$ cat src/rtl/ika2151_noise_pkg.sv
// Shared constants and configuration type for the noise generator front-end.
package ika2151_noise_pkg;

  localparam logic [7:0] NOISE_REG_ADDR = 8'h0F;
  localparam logic [4:0] CYC_12         = 5'd12;
  localparam logic [4:0] CYC_15         = 5'd15;
  localparam logic [4:0] CYC_31         = 5'd31;

  typedef struct packed {
    logic       ne;
    logic [4:0] nfrq;
  } noise_cfg_t;

endpackage

$ cat src/rtl/ika2151_noise_ctrl_if.sv
// Host write bus of the noise front-end: address/data strobes, data byte and busy flag.
interface ika2151_noise_ctrl_if;

  logic       i_ADDR_WR;
  logic       i_DATA_WR;
  logic [7:0] i_DIN;
  logic       o_BUSY;

  modport master (output i_ADDR_WR, output i_DATA_WR, output i_DIN, input o_BUSY);
  modport slave  (input i_ADDR_WR, input i_DATA_WR, input i_DIN, output o_BUSY);

endinterface

$ cat src/rtl/ika2151_noise_regif.sv
// Host register interface: address latch, 0x0F decode, busy counter and (with
// IKA2151_NFRQ_FRAME_SYNC_EN) the shadow/pending configuration copy.
module ika2151_noise_regif
  import ika2151_noise_pkg::*;
#(
  parameter int BUSY_LEN = 32
) (
`ifdef IKA2151_NFRQ_FRAME_SYNC_EN
  input  logic       apply_i,
  output noise_cfg_t shadow_o,
  output logic       pending_o,
`else
  output logic       cfg_wr_o,
  output noise_cfg_t cfg_wr_val_o,
`endif
  input  logic       clk_i,
  input  logic       rst_n_i,
  input  logic       ncen_i,
  ika2151_noise_ctrl_if.slave bus
);

  localparam logic [5:0] BUSY_INIT = 6'(BUSY_LEN);

  logic [7:0] addr_q, addr_d;
  logic [5:0] busy_cnt_q, busy_cnt_d;
  logic       busy_q, busy_d;
  logic       data_wr, cfg_hit;
  noise_cfg_t wr_val;

  // A simultaneous address strobe swallows the data strobe entirely.
  assign data_wr = bus.i_DATA_WR && !bus.i_ADDR_WR;
  assign cfg_hit = data_wr && (addr_q == NOISE_REG_ADDR);
  assign wr_val  = '{ne: bus.i_DIN[7], nfrq: bus.i_DIN[4:0]};

  always_comb begin
    addr_d     = addr_q;
    busy_cnt_d = busy_cnt_q;
    busy_d     = busy_q;
    if (bus.i_ADDR_WR) addr_d = bus.i_DIN;
    if (data_wr) begin
      busy_cnt_d = BUSY_INIT;
      busy_d     = 1'b1;
    end else if (ncen_i && busy_cnt_q != 6'd0) begin
      busy_cnt_d = busy_cnt_q - 6'd1;
      busy_d     = (busy_cnt_q != 6'd1);
    end
  end

  always_ff @(posedge clk_i) begin
    if (!rst_n_i) begin
      addr_q     <= 8'h00;
      busy_cnt_q <= 6'd0;
      busy_q     <= 1'b0;
    end else begin
      addr_q     <= addr_d;
      busy_cnt_q <= busy_cnt_d;
      busy_q     <= busy_d;
    end
  end

  assign bus.o_BUSY = busy_q;

`ifdef IKA2151_NFRQ_FRAME_SYNC_EN
  noise_cfg_t shadow_q, shadow_d;
  logic       pending_q, pending_d;

  // A write landing on the apply edge overrides the clear and keeps pending set.
  always_comb begin
    shadow_d  = shadow_q;
    pending_d = pending_q;
    if (apply_i) pending_d = 1'b0;
    if (cfg_hit) begin
      shadow_d  = wr_val;
      pending_d = 1'b1;
    end
  end

  always_ff @(posedge clk_i) begin
    if (!rst_n_i) begin
      shadow_q  <= '0;
      pending_q <= 1'b0;
    end else begin
      shadow_q  <= shadow_d;
      pending_q <= pending_d;
    end
  end

  assign shadow_o  = shadow_q;
  assign pending_o = pending_q;
`else
  assign cfg_wr_o     = cfg_hit;
  assign cfg_wr_val_o = wr_val;
`endif

endmodule

$ cat src/rtl/ika2151_noise_ctrl.sv
// Noise sequencer: 32-slot phi1 cycle counter, timing strobes, NE/NFRQ apply and
// slot-31 noise select. Macro IKA2151_NFRQ_FRAME_SYNC_EN defers NE/NFRQ to the 31->0 wrap.
module ika2151_noise_ctrl
  import ika2151_noise_pkg::*;
#(
  parameter int BUSY_LEN   = 32,
  parameter int NOISE_SLOT = 31
) (
  input  logic       i_EMUCLK,
  input  logic       i_MRST_n,
  input  logic       i_phi1_PCEN_n,
  input  logic       i_phi1_NCEN_n,
  ika2151_noise_ctrl_if.slave bus,
  output logic [4:0] o_CYCLE,
  output logic       o_CYCLE_12,
  output logic       o_CYCLE_15_31,
  output logic [4:0] o_NFRQ,
  output logic       o_NE,
  output logic       o_NOISE_SEL
);

  localparam logic [4:0] SEL_SLOT = 5'(NOISE_SLOT);

  logic       ncen;
  logic [4:0] cyc_q, cyc_d;
  logic       c12_q, c12_d, c1531_q, c1531_d;
  noise_cfg_t active_q, active_d;
  // Everything in this block moves on the negative phi1 enable only.
  logic       unused_pcen_n;

  assign ncen          = !i_phi1_NCEN_n;
  assign unused_pcen_n = i_phi1_PCEN_n;

`ifdef IKA2151_NFRQ_FRAME_SYNC_EN
  noise_cfg_t shadow;
  logic       pending, apply;

  assign apply = ncen && (cyc_q == CYC_31) && pending;

  ika2151_noise_regif #(.BUSY_LEN(BUSY_LEN)) u_regif (
    .apply_i   (apply),
    .shadow_o  (shadow),
    .pending_o (pending),
    .clk_i     (i_EMUCLK),
    .rst_n_i   (i_MRST_n),
    .ncen_i    (ncen),
    .bus       (bus)
  );

  always_comb begin
    active_d = active_q;
    if (apply) active_d = shadow;
  end
`else
  logic       cfg_wr;
  noise_cfg_t cfg_wr_val;

  ika2151_noise_regif #(.BUSY_LEN(BUSY_LEN)) u_regif (
    .cfg_wr_o     (cfg_wr),
    .cfg_wr_val_o (cfg_wr_val),
    .clk_i        (i_EMUCLK),
    .rst_n_i      (i_MRST_n),
    .ncen_i       (ncen),
    .bus          (bus)
  );

  always_comb begin
    active_d = active_q;
    if (cfg_wr) active_d = cfg_wr_val;
  end
`endif

  // Strobes decode the next count so they change together with o_CYCLE.
  always_comb begin
    cyc_d   = cyc_q;
    c12_d   = c12_q;
    c1531_d = c1531_q;
    if (ncen) begin
      cyc_d   = cyc_q + 5'd1;
      c12_d   = (cyc_d == CYC_12);
      c1531_d = (cyc_d == CYC_15) || (cyc_d == CYC_31);
    end
  end

  always_ff @(posedge i_EMUCLK) begin
    if (!i_MRST_n) begin
      cyc_q    <= 5'd0;
      c12_q    <= 1'b0;
      c1531_q  <= 1'b0;
      active_q <= '0;
    end else begin
      cyc_q    <= cyc_d;
      c12_q    <= c12_d;
      c1531_q  <= c1531_d;
      active_q <= active_d;
    end
  end

  assign o_CYCLE       = cyc_q;
  assign o_CYCLE_12    = c12_q;
  assign o_CYCLE_15_31 = c1531_q;
  assign o_NE          = active_q.ne;
  assign o_NFRQ        = active_q.nfrq;
  assign o_NOISE_SEL   = (cyc_q == SEL_SLOT) && active_q.ne;

endmodule

$ cat src/flat_wrapper.sv
// flat-port wrapper written by rule: the top's interface ports become plain ports
module ika2151_noise_ctrl_flat import ika2151_noise_pkg::*;
#(
  parameter int BUSY_LEN   = 32,
  parameter int NOISE_SLOT = 31
)
  (i_EMUCLK, i_MRST_n, i_phi1_PCEN_n, i_phi1_NCEN_n, o_CYCLE, o_CYCLE_12, o_CYCLE_15_31, o_NFRQ, o_NE, o_NOISE_SEL, bus_i_ADDR_WR, bus_i_DATA_WR, bus_i_DIN, bus_o_BUSY);
  ika2151_noise_ctrl_if bus_i ();
  input  logic i_EMUCLK;
  input  logic i_MRST_n;
  input  logic i_phi1_PCEN_n;
  input  logic i_phi1_NCEN_n;
  output logic [4:0] o_CYCLE;
  output logic o_CYCLE_12;
  output logic o_CYCLE_15_31;
  output logic [4:0] o_NFRQ;
  output logic o_NE;
  output logic o_NOISE_SEL;
  input wire logic [$bits(bus_i.i_ADDR_WR)-1:0] bus_i_ADDR_WR;
  input wire logic [$bits(bus_i.i_DATA_WR)-1:0] bus_i_DATA_WR;
  input wire logic [$bits(bus_i.i_DIN)-1:0] bus_i_DIN;
  output wire logic [$bits(bus_i.o_BUSY)-1:0] bus_o_BUSY;
  assign bus_i.i_ADDR_WR = bus_i_ADDR_WR;
  assign bus_i.i_DATA_WR = bus_i_DATA_WR;
  assign bus_i.i_DIN = bus_i_DIN;
  assign bus_o_BUSY = bus_i.o_BUSY;
  ika2151_noise_ctrl #(.BUSY_LEN(BUSY_LEN), .NOISE_SLOT(NOISE_SLOT)) u_core (.i_EMUCLK(i_EMUCLK), .i_MRST_n(i_MRST_n), .i_phi1_PCEN_n(i_phi1_PCEN_n), .i_phi1_NCEN_n(i_phi1_NCEN_n), .bus(bus_i), .o_CYCLE(o_CYCLE), .o_CYCLE_12(o_CYCLE_12), .o_CYCLE_15_31(o_CYCLE_15_31), .o_NFRQ(o_NFRQ), .o_NE(o_NE), .o_NOISE_SEL(o_NOISE_SEL));
endmodule
$ cat config.mk
export PLATFORM = sky130hd
export DESIGN_NAME = ika2151_noise_ctrl_flat
export DESIGN_NICKNAME = d
export VERILOG_FILES = /design/src/rtl/ika2151_noise_pkg.sv /design/src/rtl/ika2151_noise_ctrl_if.sv /design/src/rtl/ika2151_noise_regif.sv /design/src/rtl/ika2151_noise_ctrl.sv /design/src/flat_wrapper.sv
export SDC_FILE = /design/constraint.sdc
export NUM_CORES = 1
export LEC_CHECK = 0
export ABC_CLOCK_PERIOD_IN_PS = 3100
export CELL_PAD_IN_SITES_DETAIL_PLACEMENT = 0
export CELL_PAD_IN_SITES_GLOBAL_PLACEMENT = 1
export CORE_MARGIN = 2
export CORE_UTILIZATION = 40
export CTS_CLUSTER_SIZE = 24
export DETAILED_ROUTE_END_ITERATION = 6
export PLACE_DENSITY_LB_ADDON = 0.1
export SLEW_MARGIN = 40
export SYNTH_ARGS = -nofsm -noshare
export SYNTH_HDL_FRONTEND = slang
export SYNTH_SLANG_ARGS = --single-unit
$ cat constraint.sdc
create_clock -name i_EMUCLK -period 3.1 [get_ports i_EMUCLK]
set_input_delay 0.775 -clock i_EMUCLK [delete_from_list [all_inputs] [get_ports i_EMUCLK]]
set_output_delay 0.775 -clock i_EMUCLK [all_outputs]
set_load 0.05 [all_outputs]
== After elaboration in Yosys (flattened, before gate mapping) ==
Index checks and enable logic that the tools add are counted.
Storage, ports and cells
  flip-flop bits (word level): 28
  output and inout bits: 15
  word-level logic and storage cells: 32
Operators by class
  $add $sub $neg: 2
  equal/unequal tests: 6
  mux-type cells: 4
  bitwise gates (word level): 1
  reduce and logical (&&, ||, !) cells: 10
Operators with widths (count)
  two-way mux 6 bit: 2
  == test 5 x 4 -> 1 bit (second input constant): 2
  == test 5 bit (second input constant): 2
  == test 8 x 4 -> 1 bit (second input constant): 1
  inequality test 6 x 1 -> 1 bit (second input constant): 1
  nonzero test 6 bit: 1
  subtractor 6 x 1 -> 6 bit (second input constant): 1
  adder 5 x 1 -> 5 bit (second input constant): 1
  logical AND 1 bit: 4
  zero test 1 bit: 2
  two-way mux 1 bit: 2
  nonzero test 2 bit: 1
  OR reduction 2 bit: 1
  logical OR 1 bit: 1
  inverter 1 bit: 1

== Longest topological paths before layout ==
  depth in word-level cells: 4
  depth in mapped cells: 6
  gate-level depth less buffers: 6

== Hierarchy ==
From an unflattened synthesis, not the netlist that was laid out.
Unflattened totals
  cell total of the unflattened synthesis: 140
  area total of the unflattened synthesis: 1397.6 µm²
By module, submodules not included
  ika2151_noise_regif: times used 1, cells each 79, area each 753.2 µm²
  ika2151_noise_ctrl: times used 1, cells each 61, area each 644.4 µm²

== Least setup slack after synthesis ==
OpenSTA, ideal clock, no wires.
  path kind: register -> output
  start point: reg u_core.cyc_q[0], in the netlist u_core.o_CYCLE[0]
  end point: out o_NOISE_SEL
  data arrival time: 1.684 ns
  required time: 2.325 ns
  path slack: 0.641 ns
  stages on the path, launching flop included: 5
  path through: dfxtp_1 ha_1 and3_1 ha_1 and2_1
Between the ends
  word-level cells in the longest chain between the ends: 2
RTL lines
  start: declaration: line ika2151_noise_ctrl.sv:25  | logic [4:0] cyc_q, cyc_d;
  start signal: assignment: line ika2151_noise_ctrl.sv:92  | cyc_q <= cyc_d;
  == test 5 bit: line ika2151_noise_ctrl.sv:104  | assign o_NOISE_SEL = (cyc_q == SEL_SLOT) && active_q.ne;
  logical AND 1 bit: line ika2151_noise_ctrl.sv:104
  end: declaration: line flat_wrapper.sv:18  | output logic o_NOISE_SEL;
No other way between the ends.

== Worst setup path in the final report ==
Ends and elaborated chain as after synthesis.

==> flow_metrics.tcl <==
set metrics [dict create \
    status "finished, final reports clean" \
    layout.nets 190 \
    synth_top_flop_cell "dfxtp_1" \
    fmax_mhz 378.1 \
    setup_violations 0 \
    area_growth_pct 27.13 \
    diodes 0 \
    via_count 1019 \
    synth_edf_count 0 \
    drtAntennaViolNets 0 \
    grt_pass1_vias 934 \
    clockBufferDepth 2 \
    worstPathArrival_ns 1.87 \
    ff2ff_path_depth 6 \
    grt_max_degree 23 \
    worstSetupPathType "register to primary output" \
    ir_drop_v 0.0002462 \
    fp.dieW_um 61.12 \
    grt.overflow.total 0 \
    vias_per_cell 4.807 \
    crit_buf_inv 1 \
    io_pins 29 \
    hp-class "register to register" \
    use_met3_pct 3.571 \
    post_cts_buffers 0 \
    finalInstanceArea_um2 1659 \
    synth_area_per_cell_um2 9.321 \
    yosys_warnings 0 \
    routabilityCongestion 0.8280 \
    cp-endpoint "o_NOISE_SEL" \
    r2r-end "u_core.u_regif.busy_cnt_q[1]" \
    p_leak_uw 0.0006513 \
    multi_input_area_um2 689.4 \
    ff2ff_setup_slack_ns 1.51 \
    port_buffers 27 \
    r2r-start "u_core.u_regif.busy_cnt_q[0]" \
    finalClockSkew_ns 0.003778 \
    insertion_delay_ns 0.32 \
    place_inst 208 \
    nFillCells 314 \
    holdWs_ns 0.4674 \
    routed_wl_um 2401 \
    maxSlewHeadroom_pct 66.46 \
    cts_buffers 3 \
    grt_pass1_wl_um 4043 \
    crit_start "u_core.o_CYCLE[0]" \
    clkSinkCount 28 \
    grt_busiest_layer "met2" \
    first_pass_iters 4 \
    met1_usage_pct 18.42 \
    syn_area_um2 1305 \
    drc 0 \
    async_flop_share_pct 0 \
    worstPathCellList "ha_1 > and3_1 > ha_1 > and2_1 > dlymetal6s2s_1" \
    cp_slowest_cell "dfxtp_1" \
    yosysUniqueCellTypes 34 \
    rsz0062_at_grt "false" \
    drtIter0Drc 28 \
    final_cells 212 \
    rows 20 \
    dieArea_um2 3736 \
    final.setup.tns_ns 0 \
    syn_inst 140 \
    ff_latch_area_um2 560.5 \
    cp_top_family "flip-flops" \
    maxCapViolations 0 \
    grtUsageTotal_pct 14.58 \
    dp_hpwl_um 1806 \
    worstSetupEndpointType "primary output" \
    synth_nets 161 \
    clk_pin_slew_ns 0.15 \
    cts_tree "yes" \
    ys_ff_latch 28 \
    yosysSeqAreaShare_pct 42.95 \
    powerDensity_nw_per_um2 494.0 \
    routedWlPerCell_um 11.33 \
    cp_max_fo 7 \
    finalHoldViolations 0 \
    die_y_um 61.12 \
    drive_above_1_share_pct 5.357 \
    crit_required_ns 2.32 \
    root_buffer "clkbuf_4" \
    crit_cells 5 \
    post-route-util_pct 53.90 \
    fin_crit_ns 2.645 \
    start_util_pct 42.40 \
    crit_path_frequent_cell "ha_1" \
    max_stage_delay_ns 0.48 \
    use_met2_pct 23.40 \
    period_share_pct 85.31 \
    worst_pin_slew_ns 0.5022 \
    core_um2 3078 \
    slew_violations 0 \
    placed_area_um2 1620 \
    worstSetupStartpointType "register" \
    cts-htree-levels 1 \
    antenna_found_initial 0 \
]
-- layout by cell type (no fill, tap or decap), drive strengths merged, types with 5 or more instances in the layout --
cell type	count
mux2i	9
o21ai	9
ha	7
and2	6
nand3	9
inv	6
clkdlybuf4s50	26
dfxtp	28
nor2	5
nor2b	10
xnor2	5
nand2	10
-- kinds of logic (layout without fill, tap and decap cells) --
kind of cell / Yosys count / after routing / share of synthesized area [%]
xor gates and xnor gates: 6 / 6 / 4.027
AOI/OAI and AO/OA: 22 / 22 / 10.45
and+or+nand+nor: 56 / 56 / 24.74
DFF: 28 / 28 / 42.95
adders and majority gates: 7 / 7 / 6.711
buffers and inverters: 12 / 40 / 4.218
muxes: 9 / 9 / 6.903
-- worst register-to-register path, delay by kind of cell, from the launching register on --
kind	cells	cell delay, ns
AO/OA/AOI/OAI	2	0.54
flip-flops	1	0.42
adder cells (fa/ha/maj)	1	0.24
AND/OR/NAND/NOR	2	0.23
buffers and inverters	1	0.10
-- registers in the layout, summed over array words and instances, names as in the netlist --
name	count
u_core.o_CYCLE	5
u_core.o_CYCLE_12	1
u_core.o_CYCLE_15_31	1
u_core.o_NE	1
u_core.o_NFRQ	5
u_core.u_regif.addr_q	8
u_core.u_regif.bus.o_BUSY	1
u_core.u_regif.busy_cnt_q	6
-- worst min path at each step --
stage                                 start                      endpoint  slack [ns]  depth (start not counted)
5_1_grt                    u_core.o_NFRQ[0]              u_core.o_NFRQ[0]        0.50                          2
2_1_floorplan  u_core.u_regif.busy_cnt_q[4]  u_core.u_regif.busy_cnt_q[4]        0.45                          2
3_3_place_gp               u_core.o_NFRQ[3]              u_core.o_NFRQ[3]        0.45                          2
3_5_place_dp               u_core.o_NFRQ[2]              u_core.o_NFRQ[2]        0.45                          2
4_1_cts                    u_core.o_NFRQ[2]              u_core.o_NFRQ[2]        0.47                          2
6_report                   u_core.o_NFRQ[2]              u_core.o_NFRQ[2]        0.47                          2
-- timing repair --
item                                    in CTS  in global routing
gates resized for setup                      0                  1
hold buffers                                 0                  0
endpoints found under the setup margin       0                  1
-- per-layer routing --
metal  vias to the layer above  part of all wire [%]
li1                        541                     -
met1                       460                    48
met4                         0                  0.79
met2                        16                    48
met3                         2                   3.1
met5                         -                     0
-- power by group --
part	leakage, µW	internal (µW)	total, µW	switching, µW
logic	0.000402	102	220	118
clock network	0.0000210	71.8	177	105
registers	0.000229	392	423	30.7
-- cell usage after synthesis (2+ instances only) --
master    count  area (µm²)
a21boi_0      4       30.03
a21oi_1       4       20.02
a32oi_1       2       17.52
and2_1        6       37.54
buf_2         2       10.01
clkbuf_1      2       7.510
dfxtp_1      28       560.5
ha_1          7       87.58
inv_1         6       22.52
mux2i_1       9       90.09
nand2_1      10       37.54
nand2b_1      3       18.77
nand3_1       9       45.04
nand3b_1      2       15.01
nand4_1       3       18.77
nor2_1        5       18.77
nor2b_1      10       62.56
o21ai_0       8       40.04
xnor2_1       5       43.79
-- cell type report --
type | instances | area share, %
clock buffer | 4 | 2.187
inverter | 6 | 1.357
multi-input combinational | 100 | 41.55
sequential | 28 | 33.79
tap | 44 | 3.318
timing repair buffer | 30 | 17.80
-- through the flow --
stage          power, µW  setup slack, ns
2_1_floorplan      590.3           0.6410
3_3_place_gp       647.6           0.4506
3_5_place_dp       650.9           0.4420
4_1_cts            831.6          0.02764
5_1_grt            880.2           0.2765
6_report           819.6           0.4553
No activity file was read; power rests on OpenSTA's default activity.
